File: src/rtl/down_counter_pkg.sv
// Shared constants for the down-counter timer: default width and state encoding.
package down_counter_pkg;
  localparam int DEFAULT_WIDTH = 8;

  localparam logic [1:0] ST_IDLE = 2'b00;
  localparam logic [1:0] ST_RUN  = 2'b01;
  localparam logic [1:0] ST_HOLD = 2'b10;
  localparam logic [1:0] ST_DONE = 2'b11;
endpackage

File: src/rtl/down_counter_timer.sv
// Loadable down counter with run/hold/done control, one-shot or periodic,
// and a single-cycle terminal-count strobe.
module down_counter_timer
  import down_counter_pkg::*;
#(
  parameter int WIDTH = DEFAULT_WIDTH
) (
  input  logic             clk,
  input  logic             re,
  input  logic             load,
  input  logic [WIDTH-1:0] din,
  input  logic             start,
  input  logic             pause,
  input  logic             auto_reload,
  output logic [WIDTH-1:0] q,
  output logic             tc,
  output logic             busy,
  output logic             done
);

  localparam logic [WIDTH-1:0] ONE  = {{(WIDTH-1){1'b0}}, 1'b1};
  localparam logic [WIDTH-1:0] ZERO = '0;

  logic [WIDTH-1:0] r_q;
  logic [WIDTH-1:0] r_rld;
  logic [1:0]       r_state;
  logic             r_tc;

  logic w_q_one;
  logic w_q_zero;
  logic w_rld_zero;
  logic w_go;

  assign w_q_one    = (r_q == ONE);
  assign w_q_zero   = (r_q == ZERO);
  assign w_rld_zero = (r_rld == ZERO);
  // pause outranks start, so a simultaneous pause masks any start request
  assign w_go       = start & ~pause;

  always_ff @(posedge clk) begin
    if (re) begin
      r_q     <= ZERO;
      r_rld   <= ZERO;
      r_state <= ST_IDLE;
      r_tc    <= 1'b0;
    end else if (load) begin
      r_q     <= din;
      r_rld   <= din;
      r_state <= ST_IDLE;
      r_tc    <= 1'b0;
    end else begin
      r_tc <= 1'b0;
      case (r_state)
        ST_IDLE: begin
          if (w_go && !w_q_zero) r_state <= ST_RUN;
        end
        ST_RUN: begin
          if (pause) begin
            r_state <= ST_HOLD;
          end else if (w_q_one) begin
            r_tc <= 1'b1;
            if (auto_reload && !w_rld_zero) begin
              r_q <= r_rld;
            end else begin
              r_q     <= ZERO;
              r_state <= ST_DONE;
            end
          end else if (w_q_zero) begin
            // unreachable in normal use; park rather than wrap
            r_state <= ST_DONE;
          end else begin
            r_q <= r_q - ONE;
          end
        end
        ST_HOLD: begin
          if (w_go) r_state <= ST_RUN;
        end
        ST_DONE: begin
          if (w_go && !w_rld_zero) begin
            r_q     <= r_rld;
            r_state <= ST_RUN;
          end
        end
        default: r_state <= ST_IDLE;
      endcase
    end
  end

  assign q    = r_q;
  assign tc   = r_tc;
  assign busy = (r_state == ST_RUN) || (r_state == ST_HOLD);
  assign done = (r_state == ST_DONE);

endmodule

File: config.mk
export PLATFORM = sky130hd
export DESIGN_NAME = down_counter_timer
export DESIGN_NICKNAME = d
export VERILOG_FILES = /design/src/rtl/down_counter_pkg.sv /design/src/rtl/down_counter_timer.sv
export SDC_FILE = /design/constraint.sdc
export NUM_CORES = 1
export LEC_CHECK = 0
export CAP_MARGIN = 20
export CORE_MARGIN = 3
export CORE_UTILIZATION = 54
export CTS_CLUSTER_DIAMETER = 50
export CTS_CLUSTER_SIZE = 30
export DETAILED_ROUTE_END_ITERATION = 10
export PLACE_DENSITY = 0.8
export RECOVER_POWER = 25
export SLEW_MARGIN = 40
export SYNTH_ARGS = -nofsm -noshare
export SYNTH_HDL_FRONTEND = slang
export SYNTH_SLANG_ARGS = --single-unit
File: constraint.sdc
create_clock -name clk -period 4.2 [get_ports clk]
set_input_delay 0.42 -clock clk [delete_from_list [all_inputs] [get_ports clk]]
set_output_delay 0.42 -clock clk [all_outputs]
set_load 0.05 [all_outputs]
==> Word level (Yosys, flattened, before mapping) <==
Cells that the tools add are included.
{ "word_totals": {"register_bits": 19, "in_bits": 14, "output_inout_bits": 11, "wordCells": 50} }
{ "op_classes": {"n_addsub": 1, "n_eq_ne": 12, "n_mux": 16, "bitwise_logic": 3, "n_reduce_logical": 14} }
{ "ops": {"columns": ["op", "count"], "rows": [
  ["8-bit 2-to-1 mux", 6],
  ["8-bit zero test", 2],
  ["8-bit case mux with 2 select lines", 1],
  ["2-bit 2-to-1 mux", 7],
  ["4-bit inequality test, second input constant", 3],
  ["8-bit by 1-bit == test with 1-bit output, second input constant", 1],
  ["2-bit case mux with 4 select lines", 1],
  ["8-bit by 1-bit subtractor with 8-bit output, second input constant", 1],
  ["5-bit AND reduction", 1],
  ["2-bit == test, second input constant", 2],
  ["2-bit inequality test, second input constant", 2],
  ["4-bit AND reduction", 1],
  ["4-bit OR reduction", 1],
  ["1-bit logical AND", 3],
  ["3-bit by 2-bit inequality test with 1-bit output, second input constant", 1],
  ["3-bit inequality test, second input constant", 1],
  ["3-bit nonzero test", 1],
  ["2-bit by 1-bit == test with 1-bit output, second input constant", 1],
  ["1-bit zero test", 2],
  ["2-bit zero test", 1],
  ["2-bit by 1-bit inequality test with 1-bit output, second input constant", 1],
  ["1-bit NOT", 2],
  ["2-bit OR reduction", 1],
  ["1-bit bitwise AND", 1],
  ["other kinds (2)", 2]
]} }

==> Longest topological paths before layout <==
{ "depth": {"word_depth": 8, "mapped_depth": 8, "ltp_nobuf": 7} }

==> Worst setup path after synthesis <==
Ideal clock, no wire load.
{ "synth_timing": {"path_kind": "reg2reg", "from": "register r_q[1] (netlist: q[1])", "to": "register r_q[4] (netlist: q[4])", "setup_ns": 0.071, "arrival_ns": 2.137, "required_time_ns": 4.129, "slack_ns": 1.993, "stages_incl_launch_ff": 9, "path_buffers": 1, "period_less_slack_ns": 2.207, "path_cell_list": "dfxtp_1 > inv_1 > ha_1 > nor3b_1 > a211o_1 > buf_2 > o31ai_1 > o21ai_0 > a21oi_1"} }
{ "synth_via": {"elab_chain_cells": 6, "elab_cells_between_ends": 10, "classes_between": "add/sub (1); eq/ne (2); mux (5); reduce/logical (2)"} }
{ "synth_rtl": {"columns": ["item", "line", "rtl"], "rows": [
  ["start, declared", "down_counter_timer.sv:24", "logic [WIDTH-1:0] r_q;"],
  ["start signal, assigned", "down_counter_timer.sv:47", "r_q <= din;"],
  ["start signal, assigned", "down_counter_timer.sv:63", "r_q <= r_rld;"],
  ["start signal, assigned", "down_counter_timer.sv:72", "r_q <= r_q - ONE;"],
  ["8-bit by 1-bit subtractor with 8-bit output", "down_counter_timer.sv:72", null],
  ["8-bit 2-to-1 mux", "down_counter_timer.sv:68", "end else if (w_q_zero) begin"],
  ["8-bit 2-to-1 mux", "down_counter_timer.sv:60", "end else if (w_q_one) begin"],
  ["8-bit 2-to-1 mux", "down_counter_timer.sv:58", "if (pause) begin"],
  ["8-bit case mux with 2 select lines", "down_counter_timer.sv:53", "case (r_state)"],
  ["8-bit 2-to-1 mux", "down_counter_timer.sv:46", "end else if (load) begin"]
]} }
Several ways; a longest one is shown, not always the timed one. The select of a mux whose other input is x is not followed.
A chain may end at the register's enable or synchronous reset.

==> Worst setup path after layout <==
{ "layout_timing": {"from": "register r_state[0]", "to": "output port busy"} }
{ "layout_via": {"elab_chain_cells": 2, "elab_cells_between_ends": 3, "classes_between": "eq/ne (2); reduce/logical (1)"} }
{ "layout_rtl": {"columns": ["item", "line", "rtl"], "rows": [
  ["start, declared", "down_counter_timer.sv:26", "logic [1:0] r_state;"],
  ["start signal, assigned", "down_counter_timer.sv:44", "r_state <= ST_IDLE;"],
  ["start signal, assigned", "down_counter_timer.sv:49", "r_state <= ST_IDLE;"],
  ["start signal, assigned", "down_counter_timer.sv:55", "if (w_go && !w_q_zero) r_state <= ST_RUN;"],
  ["2-bit by 1-bit == test with 1-bit output or 2-bit == test (tied branches)", "down_counter_timer.sv:91", "assign busy = (r_state == ST_RUN) || (r_state == ST_HOLD);"],
  ["1-bit logical OR (*)", "down_counter_timer.sv:91", null],
  ["end, declared", "down_counter_timer.sv:17", "output logic busy,"]
]} }
Every way passes the cells marked *; elsewhere a longest branch is shown, timed or not.

==> insert_results.sql <==
INSERT INTO impl_metrics (metric_group, metric, value, unit) VALUES
('status', 'outcome', 'finished, final reports clean', ''),
('timing', 'finClkSkew', '3.235', 'ps'),
('synthesis', 'synthesis.yosys.warnings', '0', ''),
('clock_network', 'clock_latency_on_the_worst_skew_pair', '300', 'ps'),
('critical_path', 'cp_slowest_stage_delay', '800', 'ps'),
('synthesis', 'post_synth_mux_area_share', '2.510', '%'),
('global_route', 'wire_length_of_the_first_global_routing_pass', '4919', 'µm'),
('synthesis', 'combinational_family_with_the_most_area_after_synthesis', 'compound AO/OA/AOI/OAI gates', ''),
('critical_path', 'startpoint_class', 'register', ''),
('synthesis', 'ys_ff_latch', '19', ''),
('die', 'dieArea', '2816', 'µm²'),
('detailed_routing', 'drt-vias-per-instance', '6.272', ''),
('critical_path', 'r2r_setup_slk', '2080', 'ps'),
('synthesis', 'post_synth_main_area_contributors', 'sky130_fd_sc_hd__dfxtp_1, sky130_fd_sc_hd__a21oi_1, sky130_fd_sc_hd__ha_1, sky130_fd_sc_hd__o21ai_0, sky130_fd_sc_hd__nand2_1', ''),
('detailed_routing', 'total_via_count_after_detailed_routing', '1198', ''),
('cells_and_area', 'final_design_area_no_fill', '1469', 'µm²'),
('synthesis', 'synthDominantAreaCellType', 'sky130_fd_sc_hd__dfxtp_1', ''),
('timing', 'timing.final.crit_period', '2278', 'ps'),
('place', 'post-dp-hpwl', '2296', 'µm'),
('critical_path', 'crit_chain', 'inv_1 -> ha_1 -> clkdlybuf4s50_1', ''),
('synthesis', 'synth.top_cell.area_share', '31.80', '%'),
('synthesis', 'yosys_cell_types', '40', ''),
('clock_network', 'cts_setup_buffers', '0', ''),
('clock_network', 'root_buffer', 'sky130_fd_sc_hd__clkbuf_4', ''),
('synthesis', 'post_synth_fa_ha_maj_area_fraction', '7.322', '%'),
('global_route', 'groute.usage.overall', '23.69', '%'),
('clock_network', 'total_clock_sinks', '19', ''),
('critical_path', 'critical_path.reg2reg.endpoint', 'q[1]', ''),
('cells_and_area', 'fin_util', '72.65', '%'),
('synthesis', 'synthesis.instances', '141', ''),
('cells_and_area', 'share_of_layout_cells_above_drive_strength_1', '8.537', '%'),
('clock_network', 'htreeDepth', '1', ''),
('timing', 'clock.fmax', '439.0', 'MHz'),
('timing', 'final_period_utilization', '54.24', '%'),
('power_and_ir_drop', 'static-leakage-power', '0.5392', 'nW'),
('detailed_routing', 'wirelength', '3014', 'µm'),
('cells_and_area', 'layout_common_cells', 'sky130_fd_sc_hd__clkdlybuf4s50_1, sky130_fd_sc_hd__a21oi_1, sky130_fd_sc_hd__dfxtp_1, sky130_fd_sc_hd__o21ai_0', ''),
('timing', 'slew_violations', '0', ''),
('critical_path', 'setup.worst_path.class', 'register to primary output', ''),
('power_and_ir_drop', 'worst_voltage_drop_across_the_vdd_grid', '0.0002193', 'V'),
('critical_path', 'crit_path_max_fanout', '3', ''),
('synthesis', 'synth_ff_type', 'sky130_fd_sc_hd__dfxtp_1', ''),
('synthesis', 'synth-edff-count', '0', ''),
('critical_path', 'timing.critical_path.to_type', 'primary output', ''),
('critical_path', 'worst-endpoint-required', '3780', 'ps'),
('critical_path', 'crit_slowest_cell', 'sky130_fd_sc_hd__clkdlybuf4s50_1', ''),
('clock_network', 'cts_buffer_depth', '2', ''),
('global_route', 'grt_antenna_before_repair', '0', ''),
('clock_network', 'clkSlewWorstSetupHoldPaths', '110', 'ps'),
('clock_network', 'post_cts.resized_instances', '0', ''),
('die', 'boundaryPins', '25', ''),
('timing', 'hold_viol', '0', ''),
('job', 'max_cap_violations', '0', ''),
('timing', 'setup_repair_after_global_routing_missed_its_margin', 'no', ''),
('clock_network', 'ctsHoldBuffers', '0', ''),
('timing', 'final.setup.tns', '0', 'ps'),
('synthesis', 'postSynthAreaPerCell', '8.483', 'µm²'),
('cells_and_area', 'area.growth.synth_to_final', '22.80', '%'),
('cells_and_area', 'design.final.nets', '186', ''),
('die', 'die_x', '53.07', 'µm'),
('timing', 'slew-limit-headroom', '64.85', '%'),
('min_path', 'timing.hold.worst.start', 'r_rld[2]', ''),
('global_route', 'grt_max_degree', '27', ''),
('timing', 'timing.final.setup_violations', '0', ''),
('synthesis', 'async_reset_ff_share', '0', '%'),
('detailed_routing', 'route.detailed.drc', '0', ''),
('synthesis', 'synth_area_in_compound_gates', '30.86', '%'),
('detailed_routing', 'detailedRoute.firstPassIterationCount', '4', ''),
('detailed_routing', 'first_iter_violations', '30', ''),
('detailed_routing', 'route.antenna.remaining_nets', '0', ''),
('synthesis', 'net_count_synth', '162', '');
## where the power goes
group / internal, mW / total (mW) / switching (mW)
Sequential: 0.194 / 0.215 / 0.0205
Combinational: 0.0770 / 0.183 / 0.106
Clock: 0.0370 / 0.0959 / 0.0589
Total: 0.308 / 0.493 / 0.185
## worst register-to-register path, stage by stage, from the launching register on
cell,delay [ps]
sky130_fd_sc_hd__dfxtp_1,360
sky130_fd_sc_hd__inv_1,130
sky130_fd_sc_hd__ha_1,250
sky130_fd_sc_hd__nor3b_1,430
sky130_fd_sc_hd__a211o_1,370
sky130_fd_sc_hd__nor2_1,70
sky130_fd_sc_hd__a221oi_1,270
sky130_fd_sc_hd__a21oi_1,110
## stage by stage
step	setup slack (ps)	hold slack [ps]	instances	power (mW)
2_1_floorplan	1993	475.8	141	0.3454
3_3_place_gp	1557	492.5	187	0.3959
3_5_place_dp	1459	508.0	187	0.3997
4_1_cts	1757	523.9	191	0.4929
5_1_grt	1844	536.7	191	0.5162
6_report	1922	525.5	191	0.4934
## cell families after synthesis
kind of cell,after synthesis
compound gates,55
xor+xnor,3
fa+ha+maj,7
buf+inv,12
flops,19
mux,3
simple gates,42
## cell usage after synthesis, types with 3 or more instances
cell type,n
sky130_fd_sc_hd__buf_2,3
sky130_fd_sc_hd__o21ai_0,12
sky130_fd_sc_hd__mux2i_1,3
sky130_fd_sc_hd__nand2_1,9
sky130_fd_sc_hd__a21oi_1,20
sky130_fd_sc_hd__o31ai_1,4
sky130_fd_sc_hd__xnor2_1,3
sky130_fd_sc_hd__a221oi_1,3
sky130_fd_sc_hd__a21oi_2,3
sky130_fd_sc_hd__ha_1,7
sky130_fd_sc_hd__nor2b_1,4
sky130_fd_sc_hd__inv_1,7
sky130_fd_sc_hd__dfxtp_1,19
sky130_fd_sc_hd__a211o_1,3
sky130_fd_sc_hd__nor2_1,9
## sequential cells by signal, summed over array words and instances (netlist names)
signal   count
q            8
r_rld        8
tc           1
r_state      2
## final cells by class
class | count | area, µm²
timing repair buffer | 24 | 235.2
clock buffer | 4 | 26.28
tap | 27 | 33.78
fill | 171 | 553.0
sequential | 19 | 380.4
multi-input combinational | 110 | 767.0
inverter | 7 | 26.28
## how the worst max path moves through the flow
stage               startpoint    to  slack [ps]  cells after the start
floorplan                 q[1]  q[4]        1990                      8
global route        r_state[0]  busy        1840                      3
global placement          load  q[4]        1560                      6
finish              r_state[0]  busy        1920                      3
detailed placement        load  q[4]        1460                      6
CTS                       load  q[4]        1760                      6
## routing by layer
| metal | part of all wire [%] | track usage, % | vias up |
|---|---|---|---|
| li1 | - | - | 575 |
| met1 | 42 | 27.54 | 558 |
| met2 | 50 | 42.56 | 53 |
| met3 | 6.8 | 3.380 | 12 |
| met4 | 1.8 | 10.21 | 0 |
| met5 | 0 | 0 | - |
Power figures use the tool's default switching activity.
